==> config.mk <==
export PLATFORM = sky130hd
export DESIGN_NAME = weighted_round_robin_arbiter
export DESIGN_NICKNAME = d
export VERILOG_FILES = /design/src/rtl/weighted_round_robin_arbiter.sv
export SDC_FILE = /design/constraint.sdc
export NUM_CORES = 1
export LEC_CHECK = 0
export CORE_ASPECT_RATIO = 1.75
export CORE_MARGIN = 2
export CORE_UTILIZATION = 47
export DETAILED_ROUTE_END_ITERATION = 6
export HOLD_SLACK_MARGIN = 0.02
export PLACE_DENSITY = 0.77
export SYNTH_ARGS = -nofsm -noshare
export SYNTH_HDL_FRONTEND = slang
export SYNTH_SLANG_ARGS = --single-unit
==> constraint.sdc <==
create_clock -name clock -period 4.5 [get_ports clock]
set_clock_uncertainty 0.2 [all_clocks]
set_input_delay 0.9 -clock clock [delete_from_list [all_inputs] [get_ports clock]]
set_output_delay 0.9 -clock clock [all_outputs]
set_load 0.02 [all_outputs]
==> src/rtl/weighted_round_robin_arbiter.sv <==
// Weighted round-robin arbiter: a winner keeps the grant for up to weight+1 accepted transfers.
// Optional per-channel transfer counters under WEIGHTED_ROUND_ROBIN_ARBITER_STATS_EN.
module weighted_round_robin_arbiter #(
    parameter int unsigned SIZE         = 4,
    parameter int unsigned WEIGHT_WIDTH = 4
) (
    input  logic                         clock,
    input  logic                         reset,
    input  logic [SIZE-1:0]              requests,
    input  logic [SIZE*WEIGHT_WIDTH-1:0] weights,
    output logic [SIZE-1:0]              grant,
    output logic                         grant_valid,
    input  logic                         grant_ready,
    output logic [$clog2(SIZE)-1:0]      owner_index
`ifdef WEIGHTED_ROUND_ROBIN_ARBITER_STATS_EN
    ,
    output logic [SIZE*16-1:0]           transfer_counts
`endif
);

    localparam int unsigned IDX_W = $clog2(SIZE);

    typedef enum logic {ARBITRATE, LOCKED} phase_t;

    phase_t                  phase_q, phase_d;
    logic [IDX_W-1:0]        pointer_q, pointer_d;
    logic [IDX_W-1:0]        owner_q, owner_d;
    logic [WEIGHT_WIDTH-1:0] credits_q, credits_d;

    logic                    win_found;
    logic [IDX_W-1:0]        win_idx;
    logic [WEIGHT_WIDTH-1:0] win_weight;
    logic                    transfer;
    int unsigned             scan_pos;
    logic [WEIGHT_WIDTH-1:0] weight_of [SIZE];

    function automatic logic [IDX_W-1:0] next_idx(input logic [IDX_W-1:0] idx);
        return (32'(idx) == SIZE - 1) ? '0 : idx + 1'b1;
    endfunction

    for (genvar g = 0; g < SIZE; g++) begin : g_weight
        assign weight_of[g] = weights[g*WEIGHT_WIDTH +: WEIGHT_WIDTH];
    end

    // First requester at or after the pointer, wrapping modulo SIZE
    always_comb begin
        win_found = 1'b0;
        win_idx   = '0;
        scan_pos  = 0;
        for (int unsigned i = 0; i < SIZE; i++) begin
            scan_pos = 32'(pointer_q) + i;
            if (scan_pos >= SIZE) begin
                scan_pos = scan_pos - SIZE;
            end
            if (!win_found && requests[IDX_W'(scan_pos)]) begin
                win_found = 1'b1;
                win_idx   = IDX_W'(scan_pos);
            end
        end
    end

    assign win_weight = weight_of[win_idx];

    always_comb begin
        grant       = '0;
        owner_index = '0;
        if (!reset) begin
            if (phase_q == ARBITRATE) begin
                if (win_found) begin
                    grant       = SIZE'(1) << win_idx;
                    owner_index = win_idx;
                end
            end else if (requests[owner_q]) begin
                grant       = SIZE'(1) << owner_q;
                owner_index = owner_q;
            end
        end
    end

    assign grant_valid = |grant;
    assign transfer    = grant_valid & grant_ready;

    always_comb begin
        phase_d   = phase_q;
        pointer_d = pointer_q;
        owner_d   = owner_q;
        credits_d = credits_q;
        case (phase_q)
            ARBITRATE: begin
                if (win_found) begin
                    if (transfer && win_weight == '0) begin
                        pointer_d = next_idx(win_idx);
                    end else begin
                        // A stalled first beat does not consume credit
                        owner_d   = win_idx;
                        credits_d = transfer ? win_weight - 1'b1 : win_weight;
                        phase_d   = LOCKED;
                    end
                end
            end
            LOCKED: begin
                if (!requests[owner_q]) begin
                    pointer_d = next_idx(owner_q);
                    phase_d   = ARBITRATE;
                end else if (transfer) begin
                    if (credits_q == '0) begin
                        pointer_d = next_idx(owner_q);
                        phase_d   = ARBITRATE;
                    end else begin
                        credits_d = credits_q - 1'b1;
                    end
                end
            end
            default: phase_d = ARBITRATE;
        endcase
    end

    always_ff @(posedge clock) begin
        if (reset) begin
            phase_q   <= ARBITRATE;
            pointer_q <= '0;
            owner_q   <= '0;
            credits_q <= '0;
        end else begin
            phase_q   <= phase_d;
            pointer_q <= pointer_d;
            owner_q   <= owner_d;
            credits_q <= credits_d;
        end
    end

`ifdef WEIGHTED_ROUND_ROBIN_ARBITER_STATS_EN
    // Saturating accepted-transfer counter per channel
    for (genvar g = 0; g < SIZE; g++) begin : g_stats
        logic [15:0] count_q;
        always_ff @(posedge clock) begin
            if (reset) begin
                count_q <= '0;
            end else if (transfer && grant[g] && count_q != 16'hFFFF) begin
                count_q <= count_q + 16'd1;
            end
        end
        assign transfer_counts[g*16 +: 16] = count_q;
    end
`endif

endmodule

==> After elaboration in Yosys (flattened, before gate mapping) <==
Cells that the tools add are included.
{ "word_totals": {"regBits": 9, "input_bits": 23, "out_inout_bits": 7, "elab_cells": 108} }
{ "op_classes": {"addsub": 11, "n_lt_le_gt_ge": 10, "eq_ne": 10, "shift": 2, "n_mux": 54, "n_bitwise": 4, "reduce_logical": 13} }
{ "op_table": {"columns": ["operator", "n"], "rows": [
  ["$mux 4", 12],
  ["$mux 2", 19],
  ["$lt 2x3->1 const B", 5],
  ["$mux 1", 14],
  ["$ge 3x3->1 const B", 4],
  ["$bmux 1 s2", 5],
  ["$bmux 4 s2", 1],
  ["$logic_not 4->1", 2],
  ["$pmux 4 s2", 1],
  ["$shl 1x2->4 const A", 2],
  ["$sub 2x1->2 const B", 4],
  ["$sub 4x1->4 const B", 2],
  ["$add 2x2->3 const B", 2],
  ["$ne 2x1->1 const B", 3],
  ["$ne 2x2->1 const B", 3],
  ["$reduce_and 5->1", 1],
  ["$add 2x1->2 const B", 2],
  ["$eq 2x2->1 const B", 2],
  ["$logic_and 1x1->1", 4],
  ["$pmux 2 s2", 1],
  ["$reduce_and 4->1", 1],
  ["$reduce_or 4->1", 1],
  ["$add 2x1->3 const B", 1],
  ["$ge 2x3->1 const B", 1],
  ["8 further kinds", 11]
]} }

==> Longest topological paths before layout <==
{ "depth": {"ltp_word": 24, "ltp_mapped": 12} }

==> Least setup slack after synthesis <==
Ideal clock, no wire load.
{ "synth_path": {"path_type": "input-to-output", "start": "in requests[2]", "end": "out grant_valid", "t_arrival_ns": 2.678, "t_required_ns": 3.400, "setup_slack_ns": 0.722, "cell_stages": 8, "n_path_buf": 0, "path_cell_list": "nor2b_1 > a211o_1 > nand2_1 > inv_2 > ha_1 > a22oi_1 > nor2_1 > or4_1"} }
{ "synth_via": {"elab_chain_cells": 17, "elab_cells_between_ends": 30, "classes_between": "shift (1); mux (22); reduce/logical (7)"} }
{ "synth_lines": {"columns": ["item", "line_no", "rtl"], "rows": [
  ["from (decl)", "9", "input logic [SIZE-1:0] requests,"],
  ["$bmux 1 s2", "55", "if (!win_found && requests[IDX_W'(scan_pos)]) begin"],
  ["$mux 1 (not written as such)", "55", null],
  ["$mux 1", "55", null],
  ["$logic_not 1->1", "55", null],
  ["$logic_and 1x1->1", "55", null],
  ["$mux 1", "55", null],
  ["$logic_not 1->1", "55", null],
  ["$logic_and 1x1->1", "55", null],
  ["[... 3 more ...]", null, null],
  ["$mux 2 (*)", "55", null],
  ["net win_idx[1]", "31", "logic [IDX_W-1:0] win_idx;"],
  ["$shl 1x2->4 (*)", "70", "grant = SIZE'(1) << win_idx;"],
  ["$mux 4 (*)", "69", "if (win_found) begin"],
  ["$mux 4 (*)", "68", "if (phase_q == ARBITRATE) begin"],
  ["$mux 4 (*)", "67", "if (!reset) begin"],
  ["net grant[2]", "11", "output logic [SIZE-1:0] grant,"],
  ["$reduce_or 4->1 (*)", "80", "assign grant_valid = |grant;"],
  ["to (decl)", "12", "output logic grant_valid,"]
]} }
Mark *: on every way through the listed nets, which the timed path passes. The rest lies on a longest branch. The select of a mux whose other input is x is not followed.

==> Worst setup path in the final report <==
{ "layout_path": {"start": "in requests[0]", "end": "out grant[1]"} }
{ "layout_via": {"elab_chain_cells": 16, "elab_cells_between_ends": 29, "classes_between": "shift (1); mux (22); reduce/logical (6)"} }
{ "layout_lines": {"columns": ["item", "line_no"], "rows": [
  ["$bmux 1 s2", "55"],
  ["$mux 1 (not written as such)", "55"],
  ["$mux 1", "55"],
  ["$logic_not 1->1", "55"],
  ["$logic_and 1x1->1", "55"],
  ["$mux 1", "55"],
  ["$logic_not 1->1", "55"],
  ["$logic_and 1x1->1", "55"],
  ["$mux 1", "55"],
  ["$logic_not 1->1", "55"],
  ["$logic_and 1x1->1", "55"],
  ["$mux 2 (*)", "55"],
  ["net win_idx[0]", "31"],
  ["$shl 1x2->4 (*)", "70"],
  ["$mux 4 (*)", "69"],
  ["$mux 4 (*)", "68"],
  ["$mux 4 (*)", "67"],
  ["to (decl)", "11"]
]} }
Marks and branches as above.

==> summary.md <==
| Metric | Value |
|---|---|
| Status | `finished clean` |
| GR Overflow Total | `0` |
| Share of cells above drive strength 1 | `0.185` |
| Fin util | `0.707` |
| Worst hold margin | `285 ps` |
| Crit path from | `requests[0]` |
| H-tree depth | `1` |
| FF-to-FF path depth | `12` |
| Clock Pin Slew Worst Setup and Hold Paths | `50 ps` |
| Worst setup margin | `176 ps` |
| Synth Area per Inst | `7.68 µm²` |
| Fmax | `231 MHz` |
| Post-CTS Setup Inserts | `0` |
| Iteration-0 DRC Markers | `29` |
| Core area | `0.00233 mm²` |
| Post-layout net count | `235` |
| Fillers | `190` |
| Syn. warnings | `0` |
| Mapped Cells | `152` |
| CTS max path bufs | `2` |
| Max VDD drop | `0.214 mV` |
| RR Startpoint | `pointer_q[1]` |
| Cell Chain, Critical Path | `clkdlybuf4s50_1 > buf_4 > inv_1 > o22ai_1 > a211o_1 > inv_2 > ha_1 > a22oi_1 > nor2_1 > buf_4 > clkdlybuf4s50_1` |
| Tot Pwr | `0.508 mW` |
| Tcrit/Tclk final | `0.961` |
| Switch share | `0.404` |
| Power per cell area | `308 mW/mm²` |
| DR vias/cell | `5.87` |
| Hold WC Path Type | `reg2reg` |
| Synth area leaders | `dfxtp_1 15%, ha_1 12%, mux2i_1 8.6%, o21ai_0 4.7%, nor2_1 3.9%` |
| Final setup viols | `0` |
| Endpoints failing hold | `0` |
| Most frequent cell after synthesis | `nor2_1` |
| Routed len/inst | `15.5 µm` |
| Switching Power | `0.205 mW` |
| Worst setup path end | `grant[1]` |
| CP Class | `in2out` |
| Slew HR | `0.582` |
| Pre-CTS WS | `-148 ps` |
| Cell row count | `23` |
| Clock Power Share | `0.188` |
| Main synth FF type | `dfxtp_1` |
| Required time worst endpoint | `3400 ps` |
| DR pass1 iterations | `4` |
| Chip Height | `69.9 µm` |
| Post-route setup TNS | `0 ps` |
| Starting density of the core | `0.501` |
| Max_cap viols | `0` |
| EDFF count, synth | `0` |
| Worst path arrival time | `3220 ps` |
| RR Endpoint | `credits_q[3]` |
| Int Pwr | `0.302 mW` |
| Crit path max fanout | `4` |
| Antenna violations before repair | `0` |
| Netlist area before placement | `0.00117 mm²` |
| Post-route DRC | `0` |
| Slowest stage cell, crit path | `clkdlybuf4s50_1` |
| Max-slew violations | `0` |
| Hold_buf cts | `0` |
| # diodes | `0` |
| DRT Wirelength | `3490 µm` |
| Crit start category | `input port` |
| Hpwl dp | `2900 µm` |
| Finished Layout Cells | `225` |
| Ports | `30` |
| Number of buffers added on ports | `29` |
| GPL Wtd Cong | `0.892` |
| Syn_nets | `186` |
| First-pass GRT wire length | `5980 µm` |
| Vias in the first global route | `1,398` |
| GRT Total Usage | `0.256` |
| CTS tree | `built` |
| LEAKAGE | `0.720 nW` |
| Asr flop ratio synth | `0` |
| CP max stage delay | `590 ps` |
| Final Instance Area | `0.00165 mm²` |
| Die X-Extent | `41.7 µm` |
| CTS sink cnt | `9` |
| Yosys top cell by area | `dfxtp_1` |
| RSZ-0062 raised after global routing | `no` |
| DIE AREA | `0.00291 mm²` |
| Synth top cells by count | `12 x nor2_1, 11 x ha_1, 11 x o21ai_0, 10 x mux2i_1, 10 x nand2_1` |
| Combinational Power Share | `0.583` |
| R2R Setup Slk | `1120 ps` |
| Worst Tran Pin Value | `621 ps` |
| Via count | `1,320` |
| Placed Instances | `221` |
| TritonCTS Buffers | `3` |
| Minimum clock period | `4320 ps` |
| Placement Cell Area | `0.00160 mm²` |
| Synth unique cells | `48` |
| Clk_lat worst skew | `240 ps` |
| Largest net degree at the start of global routing | `15` |
| Sequential-to-total area share from yosys stat | `0.154` |
| Final antenna-violating net count | `0` |
| Area delta synth->final | `41.3%` |
| Root buffer cell | `clkbuf_8` |
| Sequential Power Share | `0.229` |
| Number of synthesized register bits | `9` |
| Synth top area share | `0.154` |
| Crit. End Element | `output pin` |
[logic make-up (layout without fill, tap and decap cells)]
kind of cell / count (synthesis) / after routing / synth area share
xor gates and xnor gates: 2 / 2 / 0.0150
buffers and inverters: 15 / 63 / 0.0600
DFF: 9 / 9 / 0.154
AOI/OAI and AO/OA: 45 / 45 / 0.273
and+or+nand+nor: 58 / 58 / 0.274
muxes: 12 / 12 / 0.105
adders and majority gates: 11 / 11 / 0.118
[flip-flops by register name, summed over array words and instances (netlist names)]
signal and cells:
credits_q 4, owner_q 2, pointer_q 2, phase_q 1
[per-layer routing]
metal / routed length, µm / up-vias / GRT usage
li1: - / 660 / -
met3: 109 / 8 / 0.0465
met4: 62 / 0 / 0.0645
met2: 2110 / 28 / 0.530
met1: 1210 / 624 / 0.241
met5: 0 / - / 0
[cell usage in the layout (no fill, tap or decap), types with 3 or more instances in the layout]
cell and count:
ha_1 11, mux2i_1 10, buf_4 18, or3_1 3, dfxtp_1 9, nor2_1 12, nand2b_1 4, inv_1 9
a22oi_1 4, o21ai_0 11, a31oi_1 3, or4_1 4, clkdlybuf4s50_1 27, and3_1 4, a211o_1 3, nand2_1 10
a21oi_1 8, nand3_1 7, clkbuf_8 3
[worst max-delay path: cells and delay by family]
| family | cells | cell delay [ps] |
|---|---|---|
| buf+inv | 6 | 1520 |
| compound gates | 3 | 500 |
| fa+ha+maj | 1 | 160 |
| simple gates | 1 | 140 |
[area by class of cell]
cell class / count / area [µm²] / area share
timing repair buffer: 47 / 423 / 0.256
multi-input combinational: 128 / 925 / 0.561
sequential: 9 / 180 / 0.109
inverter: 12 / 45.0 / 0.0273
tap: 25 / 31.3 / 0.0190
clock buffer: 4 / 45.0 / 0.0273
[power groups by stage]
stage	Sequential (mW)	Combinational, mW	Clock [mW]
after floorplan	0.109	0.194	0
after global placement	0.117	0.283	0
after detailed placement	0.117	0.293	0
after CTS	0.116	0.295	0.0957
after global routing	0.117	0.327	0.0999
final	0.116	0.296	0.0953
[how the worst min path moves through the flow]
stage	start	end	slack, ps	cells past startpoint
finish	credits_q[1]	credits_q[1]	280	2
global route	credits_q[1]	credits_q[1]	290	2
CTS	credits_q[1]	credits_q[1]	280	2
detailed placement	credits_q[1]	credits_q[1]	280	2
global placement	credits_q[1]	credits_q[1]	270	2
floorplan	credits_q[1]	credits_q[1]	250	2
[what timing repair did]
| item | in CTS | in global routing |
|---|---|---|
| gates resized for setup | 1 | 5 |
| pin swaps | 0 | 1 |
| hold endpoints to repair | 0 | 0 |
| setup endpoints to repair | 1 | 1 |
Note: power is estimated with default switching activity, not from simulation.
